===== config.mk =====
export PLATFORM = sky130hd
export DESIGN_NAME = sevenseg_mux
export DESIGN_NICKNAME = d
export VERILOG_FILES = /design/src/rtl/sevenseg_pkg.sv /design/src/rtl/sevenseg_mux.sv
export SDC_FILE = /design/constraint.sdc
export NUM_CORES = 1
export LEC_CHECK = 0
export CAP_MARGIN = 25
export CORE_ASPECT_RATIO = 0.75
export CORE_MARGIN = 10
export CORE_UTILIZATION = 30
export CTS_CLUSTER_SIZE = 8
export DETAILED_ROUTE_END_ITERATION = 6
export PLACE_DENSITY = 0.52
export SLEW_MARGIN = 0
export SYNTH_ARGS = -nofsm -noshare
export SYNTH_HDL_FRONTEND = slang
export SYNTH_SLANG_ARGS = --single-unit
export TNS_END_PERCENT = 30

===== constraint.sdc =====
create_clock -name clk -period 2.3 [get_ports clk]
set_input_delay 0.23 -clock clk [delete_from_list [all_inputs] [get_ports clk]]
set_output_delay 0.23 -clock clk [all_outputs]
set_load 0.01 [all_outputs]

===== src/rtl/sevenseg_pkg.sv =====
// Shared types and segment decoding for the multiplexed seven-segment driver.
// Segment vectors are active-low {g,f,e,d,c,b,a}.
package sevenseg_pkg;

  typedef logic [6:0] seg_t;

  localparam seg_t SEG_BLANK = 7'h7F;

  function automatic seg_t hex_to_seg(input logic [3:0] nib);
    seg_t seg;
    case (nib)
      4'h0:    seg = 7'h40;
      4'h1:    seg = 7'h79;
      4'h2:    seg = 7'h24;
      4'h3:    seg = 7'h30;
      4'h4:    seg = 7'h19;
      4'h5:    seg = 7'h12;
      4'h6:    seg = 7'h02;
      4'h7:    seg = 7'h78;
      4'h8:    seg = 7'h00;
      4'h9:    seg = 7'h10;
      4'hA:    seg = 7'h08;
      4'hB:    seg = 7'h03;
      4'hC:    seg = 7'h46;
      4'hD:    seg = 7'h21;
      4'hE:    seg = 7'h06;
      default: seg = 7'h0E;
    endcase
    return seg;
  endfunction

endpackage


===== src/rtl/sevenseg_mux.sv =====
// Time-multiplexed N-digit common-anode driver with PWM brightness, digit mask,
// leading-zero blanking and a pending/display shadow swapped only at frame wrap.
module sevenseg_mux
  import sevenseg_pkg::*;
#(
  parameter int NUM_DIGITS   = 4,
  parameter int REFRESH_BITS = 18,
  parameter int PWM_BITS     = 4
) (
  input  logic                    clk,
  input  logic                    reset,
  input  logic [4*NUM_DIGITS-1:0] value,
  input  logic [NUM_DIGITS-1:0]   dp_in,
  input  logic                    load,
  input  logic [NUM_DIGITS-1:0]   digit_en,
  input  logic                    lz_suppress,
  input  logic [PWM_BITS-1:0]     brightness,
  output logic [NUM_DIGITS-1:0]   anode,
  output logic [6:0]              cathode,
  output logic                    decimal_point,
  output logic                    frame_tick
);

  localparam int DW = (NUM_DIGITS > 1) ? $clog2(NUM_DIGITS) : 1;
  localparam logic [DW-1:0] LAST_IDX = DW'(NUM_DIGITS - 1);

  logic [REFRESH_BITS-1:0] slot_cnt_q, slot_cnt_d;
  logic [DW-1:0]           digit_idx_q, digit_idx_d;
  logic [4*NUM_DIGITS-1:0] pend_val_q, disp_val_q;
  logic [NUM_DIGITS-1:0]   pend_dp_q, disp_dp_q;

  logic [NUM_DIGITS-1:0]   anode_q, anode_d;
  seg_t                    cathode_q, cathode_d;
  logic                    dp_q, dp_d;
  logic                    tick_q, tick_d;

  logic                    slot_wrap, frame_wrap;
  logic                    lit, lz, en_sel, dp_sel;
  logic [3:0]              nib_sel;
  logic [PWM_BITS-1:0]     phase;

  always_comb begin
    slot_wrap   = &slot_cnt_q;
    frame_wrap  = slot_wrap && (digit_idx_q == LAST_IDX);
    slot_cnt_d  = slot_cnt_q + 1'b1;
    digit_idx_d = digit_idx_q;
    if (frame_wrap) begin
      digit_idx_d = '0;
    end else if (slot_wrap) begin
      digit_idx_d = digit_idx_q + 1'b1;
    end
  end

  // Digit mux and blanking; lz clears as soon as any nibble at or above d is nonzero.
  always_comb begin
    nib_sel = '0;
    en_sel  = 1'b0;
    dp_sel  = 1'b0;
    lz      = lz_suppress && (digit_idx_q != '0);
    for (int i = 0; i < NUM_DIGITS; i++) begin
      if (digit_idx_q == DW'(i)) begin
        nib_sel = disp_val_q[4*i +: 4];
        en_sel  = digit_en[i];
        dp_sel  = disp_dp_q[i];
      end
      if ((i >= int'(digit_idx_q)) && (disp_val_q[4*i +: 4] != 4'h0)) begin
        lz = 1'b0;
      end
    end
    phase = slot_cnt_q[REFRESH_BITS-1 -: PWM_BITS];
    lit   = en_sel && (phase < brightness);

    anode_d = '1;
    for (int i = 0; i < NUM_DIGITS; i++) begin
      if (lit && (digit_idx_q == DW'(i))) begin
        anode_d[i] = 1'b0;
      end
    end
    cathode_d = (lit && !lz) ? hex_to_seg(nib_sel) : SEG_BLANK;
    dp_d      = lit ? !dp_sel : 1'b1;
    tick_d    = (digit_idx_q == '0) && (slot_cnt_q == '0);
  end

  always_ff @(posedge clk) begin
    if (reset) begin
      slot_cnt_q  <= '0;
      digit_idx_q <= '0;
      pend_val_q  <= '0;
      pend_dp_q   <= '0;
      disp_val_q  <= '0;
      disp_dp_q   <= '0;
      anode_q     <= '1;
      cathode_q   <= SEG_BLANK;
      dp_q        <= 1'b1;
      tick_q      <= 1'b0;
    end else begin
      slot_cnt_q  <= slot_cnt_d;
      digit_idx_q <= digit_idx_d;
      if (load) begin
        pend_val_q <= value;
        pend_dp_q  <= dp_in;
      end
      // Display sees the pending value from before any coincident load.
      if (frame_wrap) begin
        disp_val_q <= pend_val_q;
        disp_dp_q  <= pend_dp_q;
      end
      anode_q   <= anode_d;
      cathode_q <= cathode_d;
      dp_q      <= dp_d;
      tick_q    <= tick_d;
    end
  end

  assign anode         = anode_q;
  assign cathode       = cathode_q;
  assign decimal_point = dp_q;
  assign frame_tick    = tick_q;

endmodule


; ---- Yosys cells after proc, flatten, opt, wreduce, memory -nomap -nowiden
; Memories as Yosys holds them, arrays and structs flattened. A register that Yosys moved wholly into a read port is not among the register bits.
; Index checks and enable logic that the tools add are counted.
[word_totals]
ff_bits = 66
latch_bits = 0
ram_bits = 0
mem_bits_ro = 112
in_bits = 32
output_inout_bits = 13
word_cells = 66
memories = 1
[memory_table]
columns = name, words, word_bits, read_ports, rd_ports_with_merged_regs, wr, line_no
row1 = (name not given), 16, 7, 1, 1, 0, sevenseg_pkg.sv:11  ; case (nib)
[classes]
n_addsub = 2
n_mul = 0
div_mod_pow = 0
order_cmp = 4
eq_ne = 3
n_shift = 0
mux = 20
bitwise = 2
reduce_logical = 25
[ops]
columns = operator, count
row1 = "18-bit by 1-bit adder with 18-bit output, second input constant", 1
row2 = 18-bit logical NOT, 1
row3 = 18-bit AND reduction, 1
row4 = 1-bit 2-to-1 mux, 16
row5 = 4-bit 2-to-1 mux, 4
row6 = 4-bit nonzero test, 4
row7 = 1-bit logical AND, 12
row8 = 2-bit OR reduction, 3
row9 = "2-bit == test, second input constant", 2
row10 = "1-bit by 2-bit >= comparator with 1-bit output, first input constant", 2
row11 = 4-bit less-than comparator, 1
row12 = "2-bit by 1-bit adder with 2-bit output, second input constant", 1
row13 = "2-bit by 1-bit == test with 1-bit output, second input constant", 1
row14 = "2-bit >= comparator, first input constant", 1
row15 = 1-bit logical NOT, 2
row16 = 2-bit logical NOT, 1
row17 = 1-bit NOT, 2
row18 = 2-bit nonzero test, 1

; ---- Logic depth before layout (Yosys ltp)
[logic_depth]
depth_word = 10
mapped_depth = 11
ltp_nobuf = 11

; ---- Least setup slack after synthesis
; Ideal clock, no wire load.
[synth_timing]
path_type = register to register
from = register digit_idx_q[1]
to = register cathode_q[3] (netlist: cathode[3])
setup_time_ps = 139
t_arrival_ps = 2165
required_ps = 2161
slack_ps = -4
stages_incl_launch_ff = 11
path_buffers = 1
synth_period_minus_slack_ps = 2304
cell_sequence = dfxtp_1 -> inv_1 -> ha_1 -> buf_2 -> nand3b_1 -> a221oi_1 -> inv_1 -> ha_1 -> nor2_1 -> a211oi_1 -> o21ai_0
[synth_via]
elab_chain_len = 10
elab_cells_between_ends = 29
classes_between = 3 x order compare / 3 x eq/ne / 12 x mux / 1 x bitwise / 10 x reduce/logical
[synth_lines]
columns = element, line_no
row1 = start: declaration, sevenseg_mux.sv:28  ; logic [DW-1:0] digit_idx_q, digit_idx_d;
row2 = start signal: assignment, sevenseg_mux.sv:98  ; digit_idx_q <= digit_idx_d;
row3 = 1-bit by 2-bit >= comparator with 1-bit output / 2-bit nonzero test (equally long branches), "sevenseg_mux.sv:66, sevenseg_mux.sv:59"
row4 = "1-bit logical AND, on equally long branches", "sevenseg_mux.sv:66, sevenseg_mux.sv:59"
row5 = 1-bit 2-to-1 mux (4 in a row), sevenseg_mux.sv:66  ; if ((i >= int'(digit_idx_q)) && (disp_val_q[4*i +: 4] != 4'h0)) begin
row6 = 1-bit logical NOT, sevenseg_mux.sv:79  ; cathode_d = (lit && !lz) ? hex_to_seg(nib_sel) : SEG_BLANK;
row7 = 1-bit logical AND, sevenseg_mux.sv:79
row8 = 1-bit NOT (no source line), --
row9 = 2-bit OR reduction (no source line), --
row10 = end: declaration, sevenseg_mux.sv:33  ; seg_t cathode_q, cathode_d;
; Parallel ways exist; a longest one is shown, timed or not.
; A chain may end at the register's enable or synchronous reset.

; ---- Final worst setup path
[layout_timing]
from = register digit_idx_q[0]
to = register cathode_q[6] (netlist: cathode[6])
; The elaborated chain is that of the path after synthesis.

==> results.md <==
* Hold Path Class: in -> reg
* Metal1 wirelength at slightly above 4000 um
* Worst Setup Start Kind: flop
* Vias in the first global route at 2662
* Standard-cell rows at 33
* Area of the multi-input gates at 0.00172 sq mm
* Layout fillers at roughly 1100
* DR WL met3 at around 420 um
* Mapped Nets at ~420
* Mapped Area at roughly 0.0033 sq mm
* RSZ-0062 raised after global routing: true
* Peak supply drop at about 340 uV
* Tcrit/Tclk final at 0.917
* Yosys cell types at 49
* Core Util, Final at 0.397
* Most frequent cells in the layout: dfxtp_1, nand2_1, clkdlybuf4s50_1, nor2_1, a21oi_1
* Minimum clock period at 2110 ps
* Clock root buffer: clkbuf_16
* Highest Signal Layer: met4
* TritonCTS clock tree: yes
* Worst-Skew Late Latency at 340 ps
* Total global-route track usage at 0.107
* Vias at around 2700
* Max stage delay on crit path at around 380 ps
* Outcome: completed
* N_diodes at 0
* Clock-pin transition on the worst setup and hold timing paths at 60 ps
* Most frequent CP cell: inv_1
* Final Setup Violations at 0
* Post-Route WL at between 8000 and 9000 um
* Count of state elements after synthesis at 73
* Initial antenna violation count at 0
* Drc violations at 0
* Fmax at roughly 470 MHz
* Die Wd at 141 um
* Worst setup path class: reg -> reg
* Total core area at ~0.011 sq mm
* Normalized max-slew margin at 0.597
* Post-synthesis instance total at 374
* DP Wirelength at about 6000 um
* Initial Util at 0.304
* Pleak at 1.65 nW
* DP Worst Slack at -53.4 ps
* Max clock buf depth at 2
* DR WL/cell at about 14 um
* Max-slew violations at 0
* Count of clock tree sinks at 73
* Gr ovfl total at 0
* H-Tree Depth at 3
* Data required, critical path at between 2000 and 3000 ps
* Hold Buf Count CTS at 0
* Nets@finish at ~480
* Critical path endpoint category: flop
* DIE HEIGHT at between 100 and 150 um
* Sequential cell area at roughly 0.0015 sq mm
* Antenna-violating nets left at 0
* Setup ws final at 190 ps
* Fraction of layout cells with a size suffix above 1 at 0.127
* Register area share after synthesis at 0.443
* Detailed Route Iter0 Violations at 92
* Final hold viol count at 0
* Routability congestion estimate at slightly below 0.9
* Largest net degree at the start of global routing at 61
* Port Buffers at between 40 and 50
* Area growth, synth to finish at 30.5%
* Crit path DAT at 2310 ps
* Fin Hold WS at approximately 290 ps
* First-pass GRT wire length at around 14000 um
* Avg Inst Size Synth at 8.83 sq um
* Most common cell after layout, fill and taps aside: dfxtp_1
* Slowest library cell on the worst path: dfxtp_4
* Number of synthesized flops with an enable pin at 0
* Die area at ~0.016 sq mm
* Max cap viols at 0
* Total I/O pin count at 45
* Vias per inst at 4.68
* Pwr/cell area at between 600 and 700 mW/mm^2
* Met2 WL at ~3500 um
* Crit path cell chain: inv_1 -> ha_1 -> nor2b_1 -> a221o_1 -> a22oi_2 -> inv_1 -> ha_1 -> inv_1 -> nor2_1 -> a21oi_1 -> o221ai_1
* Async SR Flop Fraction at 0
* Yosys warns at 0
* Slew @ Worst Pin at about 600 ps
* Synth Flop Type: dfxtp_1
* Total CTS buffers at 9
* TritonRoute pass-1 iters at 5
* Crit Path Max Fanout at 6
* Clock skew at 2.44 ps
-- per-layer routing --
layer,global-route usage,vias up
met2,0.156,49
met4,0.0309,0
met1,0.140,1237
met3,0.0437,9
met5,0,-
li1,-,1392
-- where the power goes --
group / switching, W / internal [W]
combinational: 0.0000704 / 0.000100
sequential: 0.0000208 / 0.00130
clock: 0.000529 / 0.000943
total: 0.000620 / 0.00234
-- logic make-up after synthesis --
logic type	count (synthesis)	share of synthesized area
simple gates	158	0.242
flops	73	0.443
compound gates	57	0.102
buf+inv	35	0.0519
mux	21	0.0640
fa+ha+maj	16	0.0606
xor+xnor	14	0.0371
-- metrics by stage --
| stage | std cells | area [sq um] | total power, W | TNS, ps |
|---|---|---|---|---|
| finish | 574 | 4310 | 0.00296 | 0 |
| global route | 574 | 4310 | 0.00307 | -3.00 |
| CTS | 573 | 4250 | 0.00301 | 0 |
| detailed placement | 557 | 3940 | 0.00152 | -155 |
| global placement | 557 | 3940 | 0.00152 | 0 |
| floorplan | 374 | 3310 | 0.00143 | 0 |
-- sequential cells by signal, indices dropped and copies added, names as in the netlist --
name and flops:
decimal_point 1, pend_val_q 16, anode 4, pend_dp_q 4, cathode 7, disp_val_q 16
digit_idx_q 2, frame_tick 1, disp_dp_q 4, slot_cnt_q 18
-- cell type report --
| class | count | share of cell area |
|---|---|---|
| multi-input cells | 266 | 0.398 |
| flip-flops and latches | 73 | 0.341 |
| repair buffers | 63 | 0.134 |
| clock buffers | 10 | 0.0531 |
| well taps | 140 | 0.0406 |
| clock inverters | 6 | 0.0192 |
| inverters | 16 | 0.0139 |
-- worst max-delay path: cells and delay by family (launching register included) --
family / cells / cell delay, ps
buffers and inverters: 3 / 260
AND/OR/NAND/NOR: 2 / 210
flip-flops: 1 / 380
AO/OA/AOI/OAI: 4 / 710
adder cells (fa/ha/maj): 2 / 410
-- final timing paths --
| path | from | end | slack (ps) | depth (start not counted) |
|---|---|---|---|---|
| worst min register to register | pend_dp_q[0]$_SDFFE_PP0P_ | disp_dp_q[0]$_SDFFE_PP0P_ | 450 | 2 |
| worst max register to register | digit_idx_q[0]$_SDFFE_PP0P_ | cathode[6]$_SDFF_PP1_ | 190 | 11 |
| worst min-delay path | reset | frame_tick$_SDFF_PP0_ | 290 | 4 |
| worst max-delay path | digit_idx_q[0]$_SDFFE_PP0P_ | cathode[6]$_SDFF_PP1_ | 190 | 11 |
-- Yosys cell counts (2+ instances only) --
cell type	number	area [sq um]
xnor2_1	6	52.6
clkbuf_1	11	41.3
nand3_1	9	45.0
xor2_1	8	70.1
dfxtp_1	73	1460
nor2_1	42	158
buf_6	2	22.5
buf_2	4	20.0
nor4_1	6	37.5
nand4_1	3	18.8
a311oi_1	2	17.5
and2_1	2	12.5
o221ai_1	3	26.3
or3_1	3	18.8
nor3b_1	4	30.0
mux2i_1	20	200
a211oi_1	2	15.0
nor4_4	2	42.5
nor4b_1	2	17.5
clkbuf_8	2	27.5
inv_1	16	60.1
a21oi_1	33	165
o21ai_0	9	45.0
nand3b_1	4	30.0
nand2_1	61	229
nor3_1	2	10.0
nor2b_1	6	37.5
ha_1	16	200
-- repair_timing --
action                     in CTS  in global routing
pin swaps                       1                  2
setup buffers                   0                  1
resized for setup               0                 13
setup endpoints to repair       4                  7
Note: power is estimated with default switching activity, not from simulation.
